<file path="config.mk">
export PLATFORM = sky130hd
export DESIGN_NAME = video_timing_config_sequencer_flat
export DESIGN_NICKNAME = d
export VERILOG_FILES = /design/src/rtl/video_timing_pkg.sv /design/src/rtl/video_timing_config_sequencer_if.sv /design/src/rtl/video_timing_cfg_check.sv /design/src/rtl/video_timing_config_sequencer.sv /design/src/flat_wrapper.sv
export SDC_FILE = /design/constraint.sdc
export NUM_CORES = 1
export LEC_CHECK = 0
export BUFFER_PORTS_ARGS = -buffer_cell sky130_fd_sc_hd__buf_2
export CORE_ASPECT_RATIO = 0.8
export CORE_MARGIN = 8
export CORE_UTILIZATION = 25
export CTS_BUF_LIST = sky130_fd_sc_hd__clkbuf_8
export CTS_CLUSTER_SIZE = 16
export DETAILED_ROUTE_END_ITERATION = 6
export PLACE_DENSITY = 0.54
export SLEW_MARGIN = 20
export SYNTH_ARGS = -nofsm -noshare
export SYNTH_HDL_FRONTEND = slang
export SYNTH_SLANG_ARGS = --single-unit
</file>
<file path="constraint.sdc">
create_clock -name pixel_clk -period 7.15 [get_ports pixel_clk]
set_clock_uncertainty 0.2 [all_clocks]
set_input_delay 1.0725 -clock pixel_clk [delete_from_list [all_inputs] [get_ports pixel_clk]]
set_output_delay 1.0725 -clock pixel_clk [all_outputs]
set_load 0.01 [all_outputs]
</file>
<file path="src/rtl/video_timing_pkg.sv">
// Shared timing definitions for the video timing generator and its config sequencer.
package video_timing_pkg;

  localparam int unsigned TIMING_W = 12;
  localparam int unsigned CFG_W    = 32;

  localparam logic [TIMING_W-1:0] H_ACTIVE_DEFAULT     = 12'd1280;
  localparam logic [TIMING_W-1:0] V_ACTIVE_DEFAULT     = 12'd720;
  localparam logic [TIMING_W-1:0] H_TOTAL_DEFAULT      = 12'd1650;
  localparam logic [TIMING_W-1:0] V_TOTAL_DEFAULT      = 12'd750;
  localparam logic [TIMING_W-1:0] H_SYNC_START_DEFAULT = 12'd1390;
  localparam logic [TIMING_W-1:0] H_SYNC_END_DEFAULT   = 12'd1430;
  localparam logic [TIMING_W-1:0] V_SYNC_START_DEFAULT = 12'd725;
  localparam logic [TIMING_W-1:0] V_SYNC_END_DEFAULT   = 12'd730;

  typedef enum logic [1:0] {OFF, RESTART, RUN, PENDING} state_e;

  typedef struct packed {
    logic [TIMING_W-1:0] h_active;
    logic [TIMING_W-1:0] v_active;
    logic [TIMING_W-1:0] h_total;
    logic [TIMING_W-1:0] v_total;
    logic [TIMING_W-1:0] h_sync_start;
    logic [TIMING_W-1:0] h_sync_end;
    logic [TIMING_W-1:0] v_sync_start;
    logic [TIMING_W-1:0] v_sync_end;
  } timing_t;

  localparam timing_t TIMING_DEFAULT = '{
    h_active:     H_ACTIVE_DEFAULT,
    v_active:     V_ACTIVE_DEFAULT,
    h_total:      H_TOTAL_DEFAULT,
    v_total:      V_TOTAL_DEFAULT,
    h_sync_start: H_SYNC_START_DEFAULT,
    h_sync_end:   H_SYNC_END_DEFAULT,
    v_sync_start: V_SYNC_START_DEFAULT,
    v_sync_end:   V_SYNC_END_DEFAULT
  };

  // A zero register field means "use the built-in default".
  function automatic logic [TIMING_W-1:0] pick_field(input logic [CFG_W-1:0] raw,
                                                     input logic [TIMING_W-1:0] dflt);
    return (raw == '0) ? dflt : raw[TIMING_W-1:0];
  endfunction

  function automatic logic fits_field(input logic [CFG_W-1:0] raw);
    return (raw[CFG_W-1:TIMING_W] == '0);
  endfunction

endpackage

</file>
<file path="src/rtl/video_timing_config_sequencer_if.sv">
// Register-file / generator facing signals of the timing config sequencer.
interface video_timing_config_sequencer_if #(
  parameter int unsigned FRAME_CNT_W = 16
);
  import video_timing_pkg::*;

  logic                   enable;
  logic                   cfg_commit;
  logic                   err_clr;
  logic [CFG_W-1:0]       cfg_h_active;
  logic [CFG_W-1:0]       cfg_v_active;
  logic [CFG_W-1:0]       cfg_h_total;
  logic [CFG_W-1:0]       cfg_v_total;
  logic [CFG_W-1:0]       cfg_h_sync_start;
  logic [CFG_W-1:0]       cfg_h_sync_end;
  logic [CFG_W-1:0]       cfg_v_sync_start;
  logic [CFG_W-1:0]       cfg_v_sync_end;
  logic                   vsync_in;

  logic [CFG_W-1:0]       h_active_out;
  logic [CFG_W-1:0]       v_active_out;
  logic [CFG_W-1:0]       h_total_out;
  logic [CFG_W-1:0]       v_total_out;
  logic [CFG_W-1:0]       h_sync_start_out;
  logic [CFG_W-1:0]       h_sync_end_out;
  logic [CFG_W-1:0]       v_sync_start_out;
  logic [CFG_W-1:0]       v_sync_end_out;
  logic                   vtg_rst_n;
  logic                   cfg_busy;
  logic                   cfg_applied;
  logic                   cfg_error;
  logic [FRAME_CNT_W-1:0] frame_count;

  modport master (
    output enable, cfg_commit, err_clr,
    output cfg_h_active, cfg_v_active, cfg_h_total, cfg_v_total,
    output cfg_h_sync_start, cfg_h_sync_end, cfg_v_sync_start, cfg_v_sync_end,
    output vsync_in,
    input  h_active_out, v_active_out, h_total_out, v_total_out,
    input  h_sync_start_out, h_sync_end_out, v_sync_start_out, v_sync_end_out,
    input  vtg_rst_n, cfg_busy, cfg_applied, cfg_error, frame_count
  );

  modport slave (
    input  enable, cfg_commit, err_clr,
    input  cfg_h_active, cfg_v_active, cfg_h_total, cfg_v_total,
    input  cfg_h_sync_start, cfg_h_sync_end, cfg_v_sync_start, cfg_v_sync_end,
    input  vsync_in,
    output h_active_out, v_active_out, h_total_out, v_total_out,
    output h_sync_start_out, h_sync_end_out, v_sync_start_out, v_sync_end_out,
    output vtg_rst_n, cfg_busy, cfg_applied, cfg_error, frame_count
  );

endinterface

</file>
<file path="src/rtl/video_timing_cfg_check.sv">
// Resolves zero fields to defaults and checks the staged timing set for consistency.
module video_timing_cfg_check
  import video_timing_pkg::*;
(
  input  logic [CFG_W-1:0] h_active_i,
  input  logic [CFG_W-1:0] v_active_i,
  input  logic [CFG_W-1:0] h_total_i,
  input  logic [CFG_W-1:0] v_total_i,
  input  logic [CFG_W-1:0] h_sync_start_i,
  input  logic [CFG_W-1:0] h_sync_end_i,
  input  logic [CFG_W-1:0] v_sync_start_i,
  input  logic [CFG_W-1:0] v_sync_end_i,
  output timing_t          timing_c_o,
  output logic             valid_c_o
);

  logic fits_c;
  logic h_order_c;
  logic v_order_c;

  always_comb begin
    timing_c_o.h_active     = pick_field(h_active_i,     H_ACTIVE_DEFAULT);
    timing_c_o.v_active     = pick_field(v_active_i,     V_ACTIVE_DEFAULT);
    timing_c_o.h_total      = pick_field(h_total_i,      H_TOTAL_DEFAULT);
    timing_c_o.v_total      = pick_field(v_total_i,      V_TOTAL_DEFAULT);
    timing_c_o.h_sync_start = pick_field(h_sync_start_i, H_SYNC_START_DEFAULT);
    timing_c_o.h_sync_end   = pick_field(h_sync_end_i,   H_SYNC_END_DEFAULT);
    timing_c_o.v_sync_start = pick_field(v_sync_start_i, V_SYNC_START_DEFAULT);
    timing_c_o.v_sync_end   = pick_field(v_sync_end_i,   V_SYNC_END_DEFAULT);

    fits_c = fits_field(h_active_i)     & fits_field(v_active_i) &
             fits_field(h_total_i)      & fits_field(v_total_i) &
             fits_field(h_sync_start_i) & fits_field(h_sync_end_i) &
             fits_field(v_sync_start_i) & fits_field(v_sync_end_i);

    // Sync pulse must sit strictly after active video and end within the line/frame.
    h_order_c = (timing_c_o.h_active < timing_c_o.h_sync_start) &
                (timing_c_o.h_sync_start < timing_c_o.h_sync_end) &
                (timing_c_o.h_sync_end <= timing_c_o.h_total);
    v_order_c = (timing_c_o.v_active < timing_c_o.v_sync_start) &
                (timing_c_o.v_sync_start < timing_c_o.v_sync_end) &
                (timing_c_o.v_sync_end <= timing_c_o.v_total);

    valid_c_o = fits_c & h_order_c & v_order_c;
  end

endmodule

</file>
<file path="src/rtl/video_timing_config_sequencer.sv">
// Sequences generator reset and applies committed timing sets only at frame boundaries.
module video_timing_config_sequencer
  import video_timing_pkg::*;
#(
  parameter int unsigned RESTART_CYCLES = 16,
  parameter int unsigned FRAME_CNT_W    = 16
) (
  input  logic                            pixel_clk,
  input  logic                            rst,
  video_timing_config_sequencer_if.slave  seq_if
);

  localparam int unsigned        CNT_W        = 8;
  localparam logic [CNT_W-1:0]   RESTART_LOAD = CNT_W'(RESTART_CYCLES - 1);

  timing_t                chk_timing;
  logic                   chk_valid;
  logic                   commit_ok;
  logic                   commit_bad;
  logic                   vs_edge;

  state_e                 state_q;
  logic [CNT_W-1:0]       restart_cnt_q;
  timing_t                active_q;
  timing_t                pending_q;
  logic                   vsync_q;
  logic                   vtg_rst_n_q;
  logic                   busy_q;
  logic                   applied_q;
  logic                   error_q;
  logic [FRAME_CNT_W-1:0] frame_q;

  video_timing_cfg_check u_check (
    .h_active_i     (seq_if.cfg_h_active),
    .v_active_i     (seq_if.cfg_v_active),
    .h_total_i      (seq_if.cfg_h_total),
    .v_total_i      (seq_if.cfg_v_total),
    .h_sync_start_i (seq_if.cfg_h_sync_start),
    .h_sync_end_i   (seq_if.cfg_h_sync_end),
    .v_sync_start_i (seq_if.cfg_v_sync_start),
    .v_sync_end_i   (seq_if.cfg_v_sync_end),
    .timing_c_o     (chk_timing),
    .valid_c_o      (chk_valid)
  );

  assign commit_ok  = seq_if.cfg_commit & chk_valid;
  assign commit_bad = seq_if.cfg_commit & ~chk_valid;
  assign vs_edge    = vsync_q & ~seq_if.vsync_in;

  always_ff @(posedge pixel_clk) begin
    if (rst) begin
      state_q       <= OFF;
      restart_cnt_q <= '0;
      active_q      <= TIMING_DEFAULT;
      pending_q     <= TIMING_DEFAULT;
      vsync_q       <= 1'b1;
      vtg_rst_n_q   <= 1'b0;
      busy_q        <= 1'b0;
      applied_q     <= 1'b0;
      error_q       <= 1'b0;
      frame_q       <= '0;
    end else begin
      vsync_q   <= seq_if.vsync_in;
      applied_q <= 1'b0;

      // A rejected commit wins over a simultaneous clear.
      if (commit_bad)          error_q <= 1'b1;
      else if (seq_if.err_clr) error_q <= 1'b0;

      if (((state_q == RUN) || (state_q == PENDING)) && vs_edge)
        frame_q <= frame_q + FRAME_CNT_W'(1);

      unique case (state_q)
        OFF: begin
          if (commit_ok) active_q <= chk_timing;
          if (seq_if.enable) begin
            state_q       <= RESTART;
            restart_cnt_q <= RESTART_LOAD;
            frame_q       <= '0;
          end
        end
        RESTART: begin
          // Generator is still in reset, so a new set can go live directly.
          if (commit_ok) active_q <= chk_timing;
          if (!seq_if.enable) begin
            state_q <= OFF;
          end else if (restart_cnt_q == '0) begin
            state_q     <= RUN;
            vtg_rst_n_q <= 1'b1;
          end else begin
            restart_cnt_q <= restart_cnt_q - CNT_W'(1);
          end
        end
        RUN: begin
          if (!seq_if.enable) begin
            state_q     <= OFF;
            vtg_rst_n_q <= 1'b0;
            if (commit_ok) active_q <= chk_timing;
          end else if (commit_ok) begin
            pending_q <= chk_timing;
            busy_q    <= 1'b1;
            state_q   <= PENDING;
          end
        end
        PENDING: begin
          if (!seq_if.enable) begin
            state_q     <= OFF;
            vtg_rst_n_q <= 1'b0;
            busy_q      <= 1'b0;
            active_q    <= commit_ok ? chk_timing : pending_q;
          end else begin
            if (vs_edge) begin
              active_q  <= pending_q;
              applied_q <= 1'b1;
            end
            // A same-cycle commit becomes the next pending set; otherwise drain on the edge.
            if (commit_ok) begin
              pending_q <= chk_timing;
            end else if (vs_edge) begin
              busy_q  <= 1'b0;
              state_q <= RUN;
            end
          end
        end
        default: state_q <= OFF;
      endcase
    end
  end

  assign seq_if.h_active_out     = CFG_W'(active_q.h_active);
  assign seq_if.v_active_out     = CFG_W'(active_q.v_active);
  assign seq_if.h_total_out      = CFG_W'(active_q.h_total);
  assign seq_if.v_total_out      = CFG_W'(active_q.v_total);
  assign seq_if.h_sync_start_out = CFG_W'(active_q.h_sync_start);
  assign seq_if.h_sync_end_out   = CFG_W'(active_q.h_sync_end);
  assign seq_if.v_sync_start_out = CFG_W'(active_q.v_sync_start);
  assign seq_if.v_sync_end_out   = CFG_W'(active_q.v_sync_end);
  assign seq_if.vtg_rst_n        = vtg_rst_n_q;
  assign seq_if.cfg_busy         = busy_q;
  assign seq_if.cfg_applied      = applied_q;
  assign seq_if.cfg_error        = error_q;
  assign seq_if.frame_count      = frame_q;

endmodule
</file>
<file path="src/flat_wrapper.sv">
// flat-port wrapper written by rule: the top's interface ports become plain ports
module video_timing_config_sequencer_flat import video_timing_pkg::*;
#(
  parameter int unsigned RESTART_CYCLES = 16,
  parameter int unsigned FRAME_CNT_W    = 16
)
  (pixel_clk, rst, seq_if_enable, seq_if_cfg_commit, seq_if_err_clr, seq_if_cfg_h_active, seq_if_cfg_v_active, seq_if_cfg_h_total, seq_if_cfg_v_total, seq_if_cfg_h_sync_start, seq_if_cfg_h_sync_end, seq_if_cfg_v_sync_start, seq_if_cfg_v_sync_end, seq_if_vsync_in, seq_if_h_active_out, seq_if_v_active_out, seq_if_h_total_out, seq_if_v_total_out, seq_if_h_sync_start_out, seq_if_h_sync_end_out, seq_if_v_sync_start_out, seq_if_v_sync_end_out, seq_if_vtg_rst_n, seq_if_cfg_busy, seq_if_cfg_applied, seq_if_cfg_error, seq_if_frame_count);
  video_timing_config_sequencer_if #(.FRAME_CNT_W(FRAME_CNT_W)) seq_if_i ();
  input  logic pixel_clk;
  input  logic rst;
  input wire logic [$bits(seq_if_i.enable)-1:0] seq_if_enable;
  input wire logic [$bits(seq_if_i.cfg_commit)-1:0] seq_if_cfg_commit;
  input wire logic [$bits(seq_if_i.err_clr)-1:0] seq_if_err_clr;
  input wire logic [$bits(seq_if_i.cfg_h_active)-1:0] seq_if_cfg_h_active;
  input wire logic [$bits(seq_if_i.cfg_v_active)-1:0] seq_if_cfg_v_active;
  input wire logic [$bits(seq_if_i.cfg_h_total)-1:0] seq_if_cfg_h_total;
  input wire logic [$bits(seq_if_i.cfg_v_total)-1:0] seq_if_cfg_v_total;
  input wire logic [$bits(seq_if_i.cfg_h_sync_start)-1:0] seq_if_cfg_h_sync_start;
  input wire logic [$bits(seq_if_i.cfg_h_sync_end)-1:0] seq_if_cfg_h_sync_end;
  input wire logic [$bits(seq_if_i.cfg_v_sync_start)-1:0] seq_if_cfg_v_sync_start;
  input wire logic [$bits(seq_if_i.cfg_v_sync_end)-1:0] seq_if_cfg_v_sync_end;
  input wire logic [$bits(seq_if_i.vsync_in)-1:0] seq_if_vsync_in;
  output wire logic [$bits(seq_if_i.h_active_out)-1:0] seq_if_h_active_out;
  output wire logic [$bits(seq_if_i.v_active_out)-1:0] seq_if_v_active_out;
  output wire logic [$bits(seq_if_i.h_total_out)-1:0] seq_if_h_total_out;
  output wire logic [$bits(seq_if_i.v_total_out)-1:0] seq_if_v_total_out;
  output wire logic [$bits(seq_if_i.h_sync_start_out)-1:0] seq_if_h_sync_start_out;
  output wire logic [$bits(seq_if_i.h_sync_end_out)-1:0] seq_if_h_sync_end_out;
  output wire logic [$bits(seq_if_i.v_sync_start_out)-1:0] seq_if_v_sync_start_out;
  output wire logic [$bits(seq_if_i.v_sync_end_out)-1:0] seq_if_v_sync_end_out;
  output wire logic [$bits(seq_if_i.vtg_rst_n)-1:0] seq_if_vtg_rst_n;
  output wire logic [$bits(seq_if_i.cfg_busy)-1:0] seq_if_cfg_busy;
  output wire logic [$bits(seq_if_i.cfg_applied)-1:0] seq_if_cfg_applied;
  output wire logic [$bits(seq_if_i.cfg_error)-1:0] seq_if_cfg_error;
  output wire logic [$bits(seq_if_i.frame_count)-1:0] seq_if_frame_count;
  assign seq_if_i.enable = seq_if_enable;
  assign seq_if_i.cfg_commit = seq_if_cfg_commit;
  assign seq_if_i.err_clr = seq_if_err_clr;
  assign seq_if_i.cfg_h_active = seq_if_cfg_h_active;
  assign seq_if_i.cfg_v_active = seq_if_cfg_v_active;
  assign seq_if_i.cfg_h_total = seq_if_cfg_h_total;
  assign seq_if_i.cfg_v_total = seq_if_cfg_v_total;
  assign seq_if_i.cfg_h_sync_start = seq_if_cfg_h_sync_start;
  assign seq_if_i.cfg_h_sync_end = seq_if_cfg_h_sync_end;
  assign seq_if_i.cfg_v_sync_start = seq_if_cfg_v_sync_start;
  assign seq_if_i.cfg_v_sync_end = seq_if_cfg_v_sync_end;
  assign seq_if_i.vsync_in = seq_if_vsync_in;
  assign seq_if_h_active_out = seq_if_i.h_active_out;
  assign seq_if_v_active_out = seq_if_i.v_active_out;
  assign seq_if_h_total_out = seq_if_i.h_total_out;
  assign seq_if_v_total_out = seq_if_i.v_total_out;
  assign seq_if_h_sync_start_out = seq_if_i.h_sync_start_out;
  assign seq_if_h_sync_end_out = seq_if_i.h_sync_end_out;
  assign seq_if_v_sync_start_out = seq_if_i.v_sync_start_out;
  assign seq_if_v_sync_end_out = seq_if_i.v_sync_end_out;
  assign seq_if_vtg_rst_n = seq_if_i.vtg_rst_n;
  assign seq_if_cfg_busy = seq_if_i.cfg_busy;
  assign seq_if_cfg_applied = seq_if_i.cfg_applied;
  assign seq_if_cfg_error = seq_if_i.cfg_error;
  assign seq_if_frame_count = seq_if_i.frame_count;
  video_timing_config_sequencer #(.RESTART_CYCLES(RESTART_CYCLES), .FRAME_CNT_W(FRAME_CNT_W)) u_core (.pixel_clk(pixel_clk), .rst(rst), .seq_if(seq_if_i));
endmodule
</file>
* Word level (Yosys, flattened, before mapping) *
Index checks and enable logic that the tools add are counted.

operators by class
  $add $sub $neg = 2
  multiply operators = 0
  div/mod/pow operators = 0
  magnitude comparators = 6
  equality and inequality tests = 15
  shift-type cells = 0
  mux-type cells = 43
  bitwise gates (word level) = 20
  reduce and logical (&&, ||, !) cells = 33

operators with widths
  kind                                              count
  two-way mux 96 bit                                5
  case mux 96 bit (3 select lines)                  1
  zero test 32 bit                                  8
  zero test 20 bit                                  8
  two-way mux 12 bit                                8
  less-than comparator 12 bit                       4
  two-way mux 16 bit                                3
  <= comparator 12 bit                              2
  two-way mux 8 bit                                 3
  adder 16 x 1 -> 16 bit, second input constant     1
  bitwise AND 1 bit                                 16
  two-way mux 2 bit                                 8
  case mux 8 bit (2 select lines)                   1
  != test 2 bit, second input constant              6
  two-way mux 1 bit                                 11
  AND reduction 5 bit                               2
  != test 3 x 2 -> 1 bit, second input constant     3
  zero test 8 bit                                   1
  case mux 2 bit (4 select lines)                   1
  AND reduction 4 bit                               2
  nonzero test 2 bit                                4
  subtractor 8 x 1 -> 8 bit, second input constant  1
  equality test 2 bit, second input constant        2
  != test 2 x 1 -> 1 bit, second input constant     2
  10 further kinds                                  16

storage, ports and cells
  bits in registers = 223
  latch bits = 0
  RAM bits = 0
  ROM bits = 0
  bits of input ports = 262
  output and inout bits = 276
  logic and storage cells = 143
  memories = 0

* Depth between registers and ports, before layout *
  depth after elaboration = 14
  depth in mapped cells = 20
  depth with buffers taken out = 16

* By module *
From an unflattened synthesis, not the netlist that was laid out.

second synthesis, totals
  cells, all modules = 1726
  area, all modules = 13212.7 um^2

by module, submodules not included
  module                         instances  cells an instance  area an instance (um^2)  seq. area each (um^2)
  video_timing_config_sequencer  1          1296               10442.5                  4464.3
  video_timing_cfg_check         1          430                2770.2                   0.0

* Least setup slack after synthesis *
No wires, ideal clock.

  kind = input -> register
  start = input port seq_if_cfg_h_sync_start[1]
  end = register u_core.active_q (netlist bit u_core.seq_if.h_active_out[0])
  library setup time = 119 ps
  arrival time = 5031 ps
  data required time = 6831 ps
  path slack = 1801 ps
  cell stages on the path = 16
  buffers on the path = 3
  cells stage by stage = or4_1 -> or4_4 -> nor2_2 -> buf_6 -> nor2_1 -> ha_1 -> a2111oi_0 -> nor3b_1 -> o22ai_1 -> a21oi_1 -> o311a_4 -> or3_4 -> or4_1 -> buf_4 -> buf_6 -> o221a_1

between the ends
  longest elaborated chain between the ends = 11
  elaborated cells on any way between the ends = 14
  classes of those cells = order compare: 2; mux: 6; bitwise: 5; reduce/logical: 1

RTL lines
  element                                         RTL line                                                    text
  from (decl)                                     flat_wrapper.sv:18                                          input wire logic [$bits(seq_if_i.cfg_h_sync_start)-1:0] seq_if_cfg_h_sync_start;
  zero test 32 bit                                video_timing_pkg.sv:43                                      return (raw == '0) ? dflt : raw[TIMING_W-1:0];
  two-way mux 12 bit *                            video_timing_pkg.sv:43
  less-than comparator 12 bit (on tied branches)  video_timing_cfg_check.sv:37, video_timing_cfg_check.sv:38
  bitwise AND 1 bit *                             video_timing_cfg_check.sv:37                                h_order_c = (timing_c_o.h_active < timing_c_o.h_sync_start) &
  bitwise AND 1 bit *                             video_timing_cfg_check.sv:38                                (timing_c_o.h_sync_start < timing_c_o.h_sync_end) &
  bitwise AND 1 bit * (2 in a row)                video_timing_cfg_check.sv:44                                valid_c_o = fits_c & h_order_c & v_order_c;
  bitwise AND 1 bit *                             video_timing_config_sequencer.sv:46                         assign commit_ok = seq_if.cfg_commit & chk_valid;
  two-way mux 96 bit                              --
  two-way mux 96 bit (on tied branches)           --
  case mux 96 bit (3 select lines) *              video_timing_config_sequencer.sv:73                         unique case (state_q)
  to (signal assigned)                            video_timing_config_sequencer.sv:75                         if (commit_ok) active_q <= chk_timing;
  to (signal assigned)                            video_timing_config_sequencer.sv:110                        active_q <= commit_ok ? chk_timing : pending_q;
  to (signal assigned)                            video_timing_config_sequencer.sv:113                        active_q <= pending_q;
  to (decl)                                       video_timing_config_sequencer.sv:24                         timing_t active_q;

Mark *: on every way between the ends. The rest lies on a longest branch, timed or not. The select of a mux whose other input is x is not followed.
A chain may end at the register's enable or synchronous reset.

* Final worst setup path *
  start = input port seq_if_cfg_h_total[26]
  end = register u_core.active_q (netlist bit u_core.seq_if.h_sync_start_out[7])

between the ends
  longest elaborated chain between the ends = 13
  elaborated cells on any way between the ends = 19
  classes of those cells = order compare: 1; mux: 6; bitwise: 10; reduce/logical: 2

RTL lines
  element                                                       RTL line                             text
  from (decl)                                                   flat_wrapper.sv:16                   input wire logic [$bits(seq_if_i.cfg_h_total)-1:0] seq_if_cfg_h_total;
  branches (longest 7 deep; another with <= comparator 12 bit)  --
  bitwise AND 1 bit * (2 in a row)                              video_timing_cfg_check.sv:44
  bitwise AND 1 bit *                                           video_timing_config_sequencer.sv:46
  two-way mux 96 bit                                            --
  two-way mux 96 bit (on tied branches)                         --
  case mux 96 bit (3 select lines) *                            video_timing_config_sequencer.sv:73

Every way passes the cells marked *. The select of a mux whose other input is x is not followed.

==> results.tsv <==
metric	value	unit
slew_headroom	0.286	
syn_inst	1746	
nets	2384	
hold_viol	0	
hpwlAfterDp	46.2	mm
vias	13700	
routed_wl	59.9	mm
crit_chain	buf_2, nor4_1, nand3_1, nor2_1, and4_1, nor2_1, ha_1, a21o_1, a21o_1, a21oi_1, a32oi_1, a311oi_1, o21ai_1, or2_0, or4_2, buf_4, a211oi_1, o221a_1	
total_leakage_power	7.32	nW
vias_per_cell	4.92	
cts.sinks	223	
holdBufCountCts	0	
setup_slack	0.607	ns
r2r_start	u_core.state_q[1]	
ys_warn_count	0	
pre_cts_ws	0.213	ns
die_y	224	um
yosys.area_share.simple	0.219	
cts_tree	done	
drcViolationCount	0	
regToRegEndpoint	u_core.seq_if.v_sync_end_out[9]	
hold_end	u_core.seq_if.vtg_rst_n	
path_class	in -> reg	
vdd_drop_max	0.0928	mV
grt-ovfl-total	0	
grt_usage	0.185	
fp.dieArea	61500	sq um
firstDrtPassIters	5	
wl_per_cell	21.4	um
async_reset_ff_frac	0	
cts-resized-gates	0	
cp.arrival	6.88	ns
status	finished clean	
coreArea	53500	sq um
num_rows	76	
cp-startpoint	seq_if_cfg_h_total[26]	
crit_path_max_fanout	50	
seq_area_frac_synth	0.332	
final-setup-viol-count	0	
reg2reg_slack	4.23	ns
critPathMaxStageDelay	0.88	ns
routabilityCongestion	0.904	
grt_pass1_wl	86.6	mm
syn2layout_area_growth	20.5	%
fp.dieW	275	um
tightest_slew	1.06	ns
synth_top_family_by_area	simple AND/OR/NAND/NOR gates	
power.density	184	nW/um^2
synth-edff-count	0	
hold_depth	2	
synth_area	13500	sq um
avgSynthCellArea	7.71	sq um
stdcell_count	2795	
cp.required	7.48	ns
drtIter0Drc	953	
antenna_found_initial	16	
final_cell_mix	buf_2 (376), nor2_1 (233), dfxtp_1 (223), nand2_1 (207), conb_1 (160)	
synthMuxAreaShare	0.0179	
ys_types	72	
start_kind	input pin	
drv_slew	0	
yosys_register_bits	223	
cts_max_level	2	
totalNegativeSetupSlack	0	ns
synthFlopType	dfxtp_1	
root_buffer	clkbuf_8	
rsz0062_at_grt	false	
holdCritPathClass	reg -> reg	
drv_cap	0	
insertion_delay	0.59	ns
ant_nets	0	
cts.path.max_buffers	3	
reg2reg_depth	7	
period_share	0.915	
dp.cells	2719	
hold_slack	0.255	ns
io_buffers	377	
critPathSlowestCell	a311oi_1	
end_kind	flip-flop	
period_needed	6.54	ns
min-delay-start	u_core.seq_if.vtg_rst_n	
first_global_vias	13500	
post_cts_buffers	0	
synth_fa_ha_area_frac	0.0565	
final_common_cell	buf_2	
synth_compound_area_frac	0.211	
grt_max_degree	77	
clk_pin_slew_worst_paths	0.06	ns
ios	538	
finalPower	2.99	mW
fmaxAchievable	153	MHz
synth-xor-area-share	0.0104	
numCtsBuffers	43	
initial_core_util	0.251	
drive_gt1_frac	0.242	
==> critical path, delay by kind of cell <==
| family | cells | cell delay (ns) |
|---|---|---|
| AND/OR/NAND/NOR | 7 | 2.54 |
| AO/OA/AOI/OAI | 8 | 2.45 |
| buffers and inverters | 2 | 0.45 |
| adder cells (fa/ha/maj) | 1 | 0.31 |
==> cell type report <==
| class | instances | area, sq um |
|---|---|---|
| Multi-Input combinational cell | 1310 | 7560 |
| Clock inverter | 17 | 124 |
| Antenna cell | 4 | 10.0 |
| Timing Repair Buffer | 408 | 2130 |
| Inverter | 76 | 285 |
| Sequential cell | 223 | 4460 |
| Fill cell | 5831 | 37300 |
| Tap cell | 702 | 878 |
| Clock buffer | 55 | 757 |
==> state kept, by name (all words and copies together) (netlist names) <==
register,count
u_core.seq_if.v_sync_end_out,12
u_core.state_q,2
u_core.seq_if.v_active_out,12
u_core.seq_if.frame_count,16
u_core.seq_if.h_total_out,12
u_core.seq_if.v_total_out,12
u_core.pending_q,96
u_core.restart_cnt_q,8
u_core.seq_if.h_active_out,12
u_core.vsync_q,1
u_core.seq_if.h_sync_start_out,12
u_core.seq_if.cfg_applied,1
u_core.seq_if.v_sync_start_out,12
u_core.seq_if.cfg_error,1
u_core.seq_if.vtg_rst_n,1
u_core.seq_if.h_sync_end_out,12
u_core.seq_if.cfg_busy,1
==> through the flow <==
step                 util  area (sq um)
floorplan               -         14100
global placement    0.286         15300
detailed placement  0.286         15300
CTS                 0.303         16200
global route        0.303         16200
finish              0.303         16200
==> cell families (layout without fill, tap and decap cells) <==
| group | count (synthesis) | in the layout |
|---|---|---|
| simple gates | 641 | 641 |
| compound gates | 410 | 410 |
| buf+inv | 372 | 556 |
| flops | 223 | 223 |
| fa+ha+maj | 61 | 61 |
| mux | 22 | 22 |
| xor+xnor | 16 | 16 |
| other cells | 1 | 164 |
==> cells in the mapped netlist (all sizes together), types with 17 or more instances <==
cell type	instances	area, sq um
nand4	18	113
nand2	208	783
o21ai	37	185
ha	60	751
and3	22	138
mux2	17	191
o221a	35	394
a221oi	17	149
a211oi	51	383
nor2	236	896
o32ai	18	158
a21oi	141	717
clkbuf	113	424
nor4	61	394
buf	183	1360
o22ai	28	175
inv	76	285
dfxtp	223	4460
o211ai	44	330
==> worst max-delay path by stage <==
| stage | slack [ns] | cells past startpoint | endpoint |
|---|---|---|---|
| 2_1_floorplan | 1.80 | 16 | u_core.seq_if.h_active_out[0] |
| 4_1_cts | 0.83 | 18 | u_core.seq_if.h_total_out[0] |
| 6_report | 0.61 | 18 | u_core.seq_if.h_sync_start_out[7] |
| 3_3_place_gp | 0.42 | 18 | u_core.seq_if.v_active_out[11] |
| 3_5_place_dp | 0.21 | 18 | u_core.seq_if.h_sync_start_out[7] |
| 5_1_grt | 0.31 | 18 | u_core.seq_if.h_sync_start_out[7] |
==> report_power, final <==
group | total [mW] | internal [mW] | switching [mW] | leakage, nW
clock network | 1.36 | 0.756 | 0.600 | 0.494
registers | 1.26 | 1.25 | 0.00608 | 1.80
logic | 0.375 | 0.130 | 0.244 | 5.03
total | 2.99 | 2.14 | 0.851 | 7.32
==> layer usage <==
| metal | routed length [um] | part of all wire | GRT usage |
|---|---|---|---|
| met5 | 169 | 0.0028 | 0 |
| met4 | 1510 | 0.025 | 0.0538 |
| met3 | 5840 | 0.097 | 0.0642 |
| met2 | 28800 | 0.48 | 0.317 |
| met1 | 23600 | 0.39 | 0.215 |
Note: power is estimated with default switching activity, not from simulation.
